## src/rtl/uart_pkt_tx.sv

```systemverilog
// Byte-FIFO-fed UART transmitter: 8 data bits, LSB first, 1 or 2 stop bits, four selectable baud rates.
// Queued bytes go out back-to-back. A write to a full FIFO is dropped and sets a sticky overflow flag.
module uart_pkt_tx #(
  parameter int FIFO_DEPTH = 8,
  parameter int STOP_BITS  = 1,
  parameter int DIV_110    = 109091,
  parameter int DIV_600    = 20000,
  parameter int DIV_2400   = 5000,
  parameter int DIV_9600   = 1250
) (
  input  logic                          clk,
  input  logic                          nrst,
  input  logic [1:0]                    baud,
  input  logic                          wr_en,
  input  logic [7:0]                    wr_data,
  output logic                          tx,
  output logic                          full,
  output logic                          empty,
  output logic [$clog2(FIFO_DEPTH):0]   count,
  output logic                          busy,
  output logic                          idle,
  output logic                          overflow
);

  localparam int AW = $clog2(FIFO_DEPTH);
  localparam int CW = AW + 1;

  typedef enum logic [1:0] {S_IDLE, S_START, S_DATA, S_STOP} state_e;

  state_e          state_q, state_d;
  logic [16:0]     div_q, div_d;
  logic [16:0]     cnt_q, cnt_d;
  logic [2:0]      bit_idx_q, bit_idx_d;
  logic [7:0]      shift_q, shift_d;
  logic            tx_q, tx_d;
  logic            pop;

  logic [7:0]      mem_q [FIFO_DEPTH];
  logic [AW-1:0]   wr_ptr_q, rd_ptr_q;
  logic [CW-1:0]   count_q;
  logic            overflow_q;
  logic            full_w, empty_w, push, bit_end;

  function automatic logic [16:0] div_sel(input logic [1:0] b);
    case (b)
      2'b00:   return 17'(DIV_110);
      2'b01:   return 17'(DIV_600);
      2'b10:   return 17'(DIV_2400);
      default: return 17'(DIV_9600);
    endcase
  endfunction

  assign full_w  = (count_q == CW'(FIFO_DEPTH));
  assign empty_w = (count_q == '0);
  // A write while full is dropped even if a pop frees a slot on the same edge.
  assign push    = wr_en && !full_w;
  assign bit_end = (cnt_q == div_q - 17'd1);

  // NOTE: sequential state uses non-blocking assignments so every flop samples pre-edge values.
  always_ff @(posedge clk or negedge nrst) begin
    if (!nrst) begin
      state_q   <= S_IDLE;
      div_q     <= '0;
      cnt_q     <= '0;
      bit_idx_q <= '0;
      shift_q   <= '0;
      tx_q      <= 1'b1;
    end else begin
      state_q   <= state_d;
      div_q     <= div_d;
      cnt_q     <= cnt_d;
      bit_idx_q <= bit_idx_d;
      shift_q   <= shift_d;
      tx_q      <= tx_d;
    end
  end

  // NOTE: every signal gets a default first so no path through the case can infer a latch.
  always_comb begin
    state_d   = state_q;
    div_d     = div_q;
    cnt_d     = cnt_q + 17'd1;
    bit_idx_d = bit_idx_q;
    shift_d   = shift_q;
    tx_d      = tx_q;
    pop       = 1'b0;
    case (state_q)
      S_IDLE: begin
        cnt_d = '0;
        tx_d  = 1'b1;
        if (!empty_w) begin
          state_d = S_START;
          pop     = 1'b1;
          shift_d = mem_q[rd_ptr_q];
          div_d   = div_sel(baud);
          tx_d    = 1'b0;
        end
      end
      S_START: begin
        if (bit_end) begin
          state_d   = S_DATA;
          cnt_d     = '0;
          bit_idx_d = '0;
          tx_d      = shift_q[0];
        end
      end
      S_DATA: begin
        if (bit_end) begin
          cnt_d = '0;
          if (bit_idx_q == 3'd7) begin
            state_d   = S_STOP;
            bit_idx_d = '0;
            tx_d      = 1'b1;
          end else begin
            bit_idx_d = bit_idx_q + 3'd1;
            shift_d   = shift_q >> 1;
            tx_d      = shift_q[1];
          end
        end
      end
      default: begin
        // Stop bits are counted one DIV at a time so the 17-bit counter never overflows.
        if (bit_end) begin
          cnt_d = '0;
          if (bit_idx_q == 3'(STOP_BITS - 1)) begin
            bit_idx_d = '0;
            if (!empty_w) begin
              state_d = S_START;
              pop     = 1'b1;
              shift_d = mem_q[rd_ptr_q];
              div_d   = div_sel(baud);
              tx_d    = 1'b0;
            end else begin
              state_d = S_IDLE;
            end
          end else begin
            bit_idx_d = bit_idx_q + 3'd1;
          end
        end
      end
    endcase
  end

  always_comb begin
    tx       = tx_q;
    busy     = (state_q != S_IDLE);
    idle     = (state_q == S_IDLE) && empty_w;
    full     = full_w;
    empty    = empty_w;
    count    = count_q;
    overflow = overflow_q;
  end

  always_ff @(posedge clk or negedge nrst) begin
    if (!nrst) begin
      wr_ptr_q   <= '0;
      rd_ptr_q   <= '0;
      count_q    <= '0;
      overflow_q <= 1'b0;
    end else begin
      if (push) wr_ptr_q <= wr_ptr_q + AW'(1);
      if (pop)  rd_ptr_q <= rd_ptr_q + AW'(1);
      case ({push, pop})
        2'b10:   count_q <= count_q + CW'(1);
        2'b01:   count_q <= count_q - CW'(1);
        default: count_q <= count_q;
      endcase
      if (wr_en && full_w) overflow_q <= 1'b1;
    end
  end

  // NOTE: storage has no reset; the pointers and count define which entries are valid.
  always_ff @(posedge clk) begin
    if (push) mem_q[wr_ptr_q] <= wr_data;
  end

endmodule

```

## config.mk

```make
export PLATFORM = sky130hd
export DESIGN_NAME = uart_pkt_tx
export DESIGN_NICKNAME = d
export VERILOG_FILES = /design/src/rtl/uart_pkt_tx.sv
export SDC_FILE = /design/constraint.sdc
export NUM_CORES = 1
export LEC_CHECK = 0
export BUFFER_PORTS_ARGS = -buffer_cell sky130_fd_sc_hd__clkbuf_2
export CAP_MARGIN = 15
export CORE_MARGIN = 2
export CORE_UTILIZATION = 50
export CTS_CLUSTER_SIZE = 8
export DETAILED_ROUTE_END_ITERATION = 7
export PLACE_DENSITY = 0.67
export SLEW_MARGIN = 20
export SYNTH_ARGS = -nofsm -noshare
export SYNTH_HDL_FRONTEND = slang
export SYNTH_SLANG_ARGS = --single-unit
```

## constraint.sdc

```tcl
create_clock -name clk -period 8.8 [get_ports clk]
set_input_delay 0.44 -clock clk [delete_from_list [all_inputs] [get_ports clk]]
set_output_delay 0.44 -clock clk [all_outputs]
set_load 0.05 [all_outputs]
```

=== Yosys cells after proc, flatten, opt, wreduce, memory -nomap -nowiden ===
Memory sizes are Yosys's and may differ from the RTL's.
Index checks and enable logic that the tools add are counted.

* Bits in registers: 59
* Memory bits (writable): 64
* Input bits: 13
* Output and inout bits: 10
* Word-level logic and storage cells: 98
* Memories kept: 1

{| class="wikitable"
|+ Memory list
! memory !! depth !! bits a word !! rd ports !! clocked after memory_dff !! write ports !! line !! RTL
|-
| mem_q || 8 || 8 || 1 || 0 || 1 || 38 || <nowiki>logic [7:0] mem_q [FIFO_DEPTH];</nowiki>
|}

* Add/subtract/negate cells: 7
* Eq/ne operators: 15
* Muxes and demuxes: 42
* Bitwise gates (word level): 3
* Reductions and logical operators: 20

{| class="wikitable"
|+ Operators with widths
! operator !! number
|-
| 17-bit two-way mux || 5
|-
| 17-bit one-hot mux with 3 select lines || 1
|-
| 8-bit two-way mux || 5
|-
| 17-bit one-hot mux with 2 select lines || 1
|-
| 8-bit one-hot mux with 3 select lines || 1
|-
| 17-bit by 1-bit adder with 17-bit output, second input constant || 1
|-
| 17-bit == test || 1
|-
| 17-bit by 1-bit subtractor with 17-bit output, second input constant || 1
|-
| 3-bit two-way mux || 5
|-
| 1-bit two-way mux || 13
|-
| 2-bit two-way mux || 6
|-
| 2-bit != test, second input constant || 5
|-
| 5-bit AND reduction || 2
|-
| 3-bit by 1-bit adder with 3-bit output, second input constant || 3
|-
| 3-bit one-hot mux with 3 select lines || 1
|-
| 4-bit one-hot mux with 2 select lines || 1
|-
| 2-bit nonzero test || 4
|-
| 2-bit by 1-bit == test with 1-bit output, second input constant || 3
|-
| 2-bit == test, second input constant || 3
|-
| 2-bit one-hot mux with 3 select lines || 1
|-
| 6-bit AND reduction || 1
|-
| 4-bit by 1-bit adder with 4-bit output, second input constant || 1
|-
| 4-bit == test, second input constant || 1
|-
| 2-bit zero test || 2
|-
| other kinds (15) || 19
|}

=== Longest topological paths before layout ===
* Depth in word-level cells: 7
* Mapped depth: 17
* Mapped depth without buffers: 16

=== Worst setup path after synthesis ===
No wires, ideal clock.

* Path kind: reg2reg
* Start: reg count_q[1], in the netlist count[1]
* End: reg count_q[3], in the netlist count[3]
* Setup time: 0.144 ns
* Data arrival time: 4.025 ns
* Data required time: 8.656 ns
* Path slack: 4.630 ns
* Cell stages (with the launch flop): 11
* Buffers on the path: 0
* Period minus slack after synthesis: 4.170 ns
* Cell sequence: dfrtp_1 nor4b_1 nor2b_1 clkinv_1 ha_1 ha_1 a21o_1 a21oi_1 xnor2_1 nor2_1 xor2_1

* Elaborated cells between the ends (all ways): 14
* Those cells by class: add/sub: 2; eq/ne: 3; mux: 5; reduce/logical: 4

{| class="wikitable"
|+ RTL lines
! what !! line !! RTL
|-
| start, declared || 40 || <nowiki>logic [CW-1:0] count_q;</nowiki>
|-
| start signal, assigned || 164 || <nowiki>2'b10: count_q <= count_q + CW'(1);</nowiki>
|-
| start signal, assigned || 165 || <nowiki>2'b01: count_q <= count_q - CW'(1);</nowiki>
|-
| start signal, assigned || 166 || <nowiki>default: count_q <= count_q;</nowiki>
|-
| 4-bit == test * || 53 || <nowiki>assign full_w = (count_q == CW'(FIFO_DEPTH));</nowiki>
|-
| via full || 17 || <nowiki>output logic full,</nowiki>
|-
| 1-bit zero test * || 56 || <nowiki>assign push = wr_en && !full_w;</nowiki>
|-
| 1-bit logical AND * || 56 ||
|-
| 2-bit by 1-bit == test with 1-bit output / 2-bit == test (equally long branches) || 163 || <nowiki>case ({push, pop})</nowiki>
|-
| 4-bit one-hot mux with 2 select lines / 2-bit nonzero test (equally long branches) || - ||
|}

Mark *: on every way through the listed nets, which the timed path passes. The rest lies on a longest branch.
A chain may end at the register's enable or synchronous reset.

=== Worst setup path in the final report ===
* Start: reg div_q[15]
* End: reg count_q[3], in the netlist count[3]

* Longest elaborated chain between the ends: 6
* Elaborated cells between the ends (all ways): 8
* Those cells by class: add/sub: 1; eq/ne: 3; mux: 3; reduce/logical: 1

{| class="wikitable"
|+ RTL lines
! what !! line !! RTL
|-
| start, declared || 31 || <nowiki>logic [16:0] div_q, div_d;</nowiki>
|-
| start signal, assigned || 70 || <nowiki>div_q <= div_d;</nowiki>
|-
| 17-bit by 1-bit subtractor with 17-bit output * || 57 || <nowiki>assign bit_end = (cnt_q == div_q - 17'd1);</nowiki>
|-
| 17-bit == test * || 57 ||
|-
| 1-bit two-way mux * || 123 || <nowiki>if (bit_end) begin</nowiki>
|-
| 1-bit one-hot mux with 2 select lines * || 87 || <nowiki>case (state_q)</nowiki>
|-
| via pop || 36 || <nowiki>logic pop;</nowiki>
|-
| 2-bit by 1-bit == test with 1-bit output / 2-bit == test (equally long branches) || 163 ||
|-
| 4-bit one-hot mux with 2 select lines / 2-bit nonzero test (equally long branches) || - ||
|}

Marks and branches as above.

==> key figures <==
Synth
  • Area leader, netlist: edfxtp_1
  • YS warnings: 0
  • Post-synth EDFFs: 64
  • Syn_nets: 460
  • Main synth FF type: edfxtp_1
  • Area contributors post-synth: edfxtp_1 (34%), dfrtp_1 (23%), mux4_2 (6.4%), ha_1 (4.7%), mux2i_1 (3.4%)
  • Count leader, synth: edfxtp_1
  • Avg Inst Size Synth: 13.24 sq um
  • Synth Instances: 425
  • Synth top area share: 0.3416
  • Library cells used by synthesis: 57
  • FF+latch count, synth: 116
  • Post-Syn Area: 5627 sq um
  • Post-synth ARST share: 0.4483
  • Post-synth top cells: edfxtp_1 (64), dfrtp_1 (51), nor2_1 (36)
  • Sequential cell area fraction in the yosys report: 0.5730

STA
  • Final WS setup: 4.567 ns
  • Setup violators final: 0
  • Clk_skew: 0.01168 ns
  • Final min period: 4.233 ns
  • Fmax: 0.2362 GHz
  • Period Utilization, post-route: 0.4810
  • Tightest Pin Transition: 0.8897 ns
  • Final hold vios: 0
  • Max-slew violations: 0
  • Post-Route Setup TNS: 0 ns
  • Slew headroom: 0.4047
  • RSZ-0062 raised after global routing: no
  • Hold_ws: 0.01343 ns

Placement
  • DPL Wire Length: 7114 um
  • Pre-CTS WS: 4.636 ns
  • Final Wtd Congestion: 0.8967
  • PortBufs: 22

Final layout
  • Fill cells: 816
  • P&R area growth vs syn: 15.72%
  • Ant. Diodes: 0
  • Layout Utilization: 0.5980
  • NumNets Final: 496
  • Layout cells sized above 1: 0.2046

CTS
  • Clk root buf: clkbuf_8
  • Hold_buf cts: 0
  • Clock buffer count from CTS: 17
  • Clk_lat worst skew: 0.52 ns
  • CTS Sinks: 116
  • TritonCTS clock tree: yes
  • H-tree depth: 4
  • Post-CTS sizing: 0
  • Post-CTS Setup Bufs: 0
  • CTS clk-pin slew, worst paths: 0.06 ns
  • Clk buf depth: 2

Die
  • Die Span Y: 110.1 um
  • Chip width: 110.1 um
  • Std-Cell Core Area: 10,890 sq um
  • Die Area: 12,120 sq um
  • Row count: 38
  • Num ports: 23
  • Starting Density: 0.5168

Critical path
  • Startpoint type of the worst setup path: flop
  • Worst setup EP type: flop
  • Reg-to-reg slack, setup: 4.57 ns
  • RR Startpoint: div_q[15]$_DFFE_PN0P_
  • Critical path class: reg2reg
  • Crit path from: div_q[15]$_DFFE_PN0P_
  • Worst reg2reg endpoint: count[3]$_DFFE_PN0P_
  • Req. time, crit path: 9.21 ns
  • Worst Path Arrival: 4.64 ns
  • Worst reg2reg path depth: 16
  • Crit-path max FO: 7

Drt
  • Drt total wl: 10,790 um
  • DR DRC count: 0
  • DR vias: 3,457
  • DRT iter0 DRCs: 203
  • WL per Instance: 17.57 um
  • Post-route ant nets: 0
  • Vias per cell: 5.630
  • DR pass1 iterations: 4

Power and ir drop
  • Logic pwr share: 0.327
  • Leakage power: 2.630 nW
  • Power Total: 0.002305 W
  • PD cells: 354.0 nW/um^2
  • Net Sw Frac: 0.3658
  • Cell Int Power: 0.001462 W
  • Proportion of power drawn by the clock network: 0.298
  • VDD IR-drop max: 278.9 uV
  • NetSw: 0.0008431 W
  • Part of the power in registers: 0.375

Global routing
  • GR Layer Usage met3: 0.05115
  • Largest net degree at the start of global routing: 53
  • Met2 usage in global routing: 0.3602
  • First-pass GRT wire length: 18,240 um
  • Initial antenna violation count: 0
  • GRT overflow: 0
  • Busiest grt layer: met2
  • Vias in the first global route: 3,626
  • Met1 global-route usage: 0.2370
  • Gr usage total: 0.2032

Job
  • Max-cap viol count: 0

Run status
  • Outcome: complete, no violations

Min path
  • HP Class: in2async
-- how the worst max path moves through the flow --
| stage | endpoint | depth (start not counted) |
|---|---|---|
| after floorplan | count[3]$_DFFE_PN0P_ | 10 |
| after global placement | count[3]$_DFFE_PN0P_ | 16 |
| after detailed placement | count[3]$_DFFE_PN0P_ | 16 |
| after CTS | count[3]$_DFFE_PN0P_ | 16 |
| after global routing | count[3]$_DFFE_PN0P_ | 16 |
| final | count[3]$_DFFE_PN0P_ | 16 |
-- critical path, stage by stage (launching register included) --
cell and delay, ns:
dfrtp_1 0.46, inv_1 0.15, ha_1 0.26, ha_1 0.29
or4b_1 0.52, o311a_1 0.39, nor2_2 0.11, o2111a_2 0.24
nand4_1 0.14, a21oi_1 0.34, ha_1 0.26, ha_1 0.24
a21o_1 0.17, a21oi_1 0.18, xnor2_1 0.15, nor2_1 0.07
xor2_1 0.14
-- layer usage --
layer | wire length (um) | vias to the layer above
li1 | - | 1646
met2 | 5754 | 64
met1 | 4449 | 1737
met5 | 0 | -
met4 | 122 | 0
met3 | 459 | 10
-- power groups by stage --
stage	clock network [W]	logic [W]	registers, W
floorplan	0	0.000606	0.000831
global placement	0	0.000733	0.000868
detailed placement	0	0.000753	0.000873
CTS	0.000700	0.000762	0.000866
global route	0.000725	0.000834	0.000886
finish	0.000687	0.000754	0.000864
-- area by class of cell --
type                            count  area [sq um]  area share
Sequential cell                   116          3226      0.4954
Multi-Input combinational cell    274          2265      0.3478
Clock buffer                       17         414.1     0.06360
Clock inverter                     15         186.4     0.02863
Tap cell                          140         175.2     0.02690
Timing Repair Buffer               28         155.1     0.02383
Inverter                           24         90.09     0.01384
-- per-stage QoR --
stage               instance area, sq um  instances
finish                              6511        614
global route                        6511        614
detailed placement                  5911        582
global placement                    5906        582
CTS                                 6511        614
floorplan                           5627        425
-- logic make-up (layout without fill, tap and decap cells) --
family	Yosys count	after routing	synth area share
AO/OA/AOI/OAI	46	46	0.06226
XOR/XNOR	37	37	0.05759
adder cells (fa/ha/maj)	22	22	0.05026
buffers and inverters	35	84	0.02513
flip-flops	116	116	0.5730
multiplexers	43	43	0.1172
AND/OR/NAND/NOR	126	126	0.1145
-- state kept, by name, indices dropped and copies added, names as in the netlist --
signal / cells
cnt_q: 17
count: 4
tx: 1
mem_q: 64
rd_ptr_q: 3
wr_ptr_q: 3
state_q: 2
overflow: 1
div_q: 10
bit_idx_q: 3
shift_q: 8
-- layout by cell type, fill, tap and decap left out, types with 16 or more instances in the layout --
cell type,count
dfrtp_1,50
nor2_1,36
xnor2_1,20
xor2_1,17
nand2_1,21
ha_1,21
mux4_2,16
edfxtp_1,64
inv_1,23
clkbuf_2,22
mux2i_1,19
nor3_1,19
clkbuf_16,16
No activity file was read; power rests on OpenSTA's default activity.
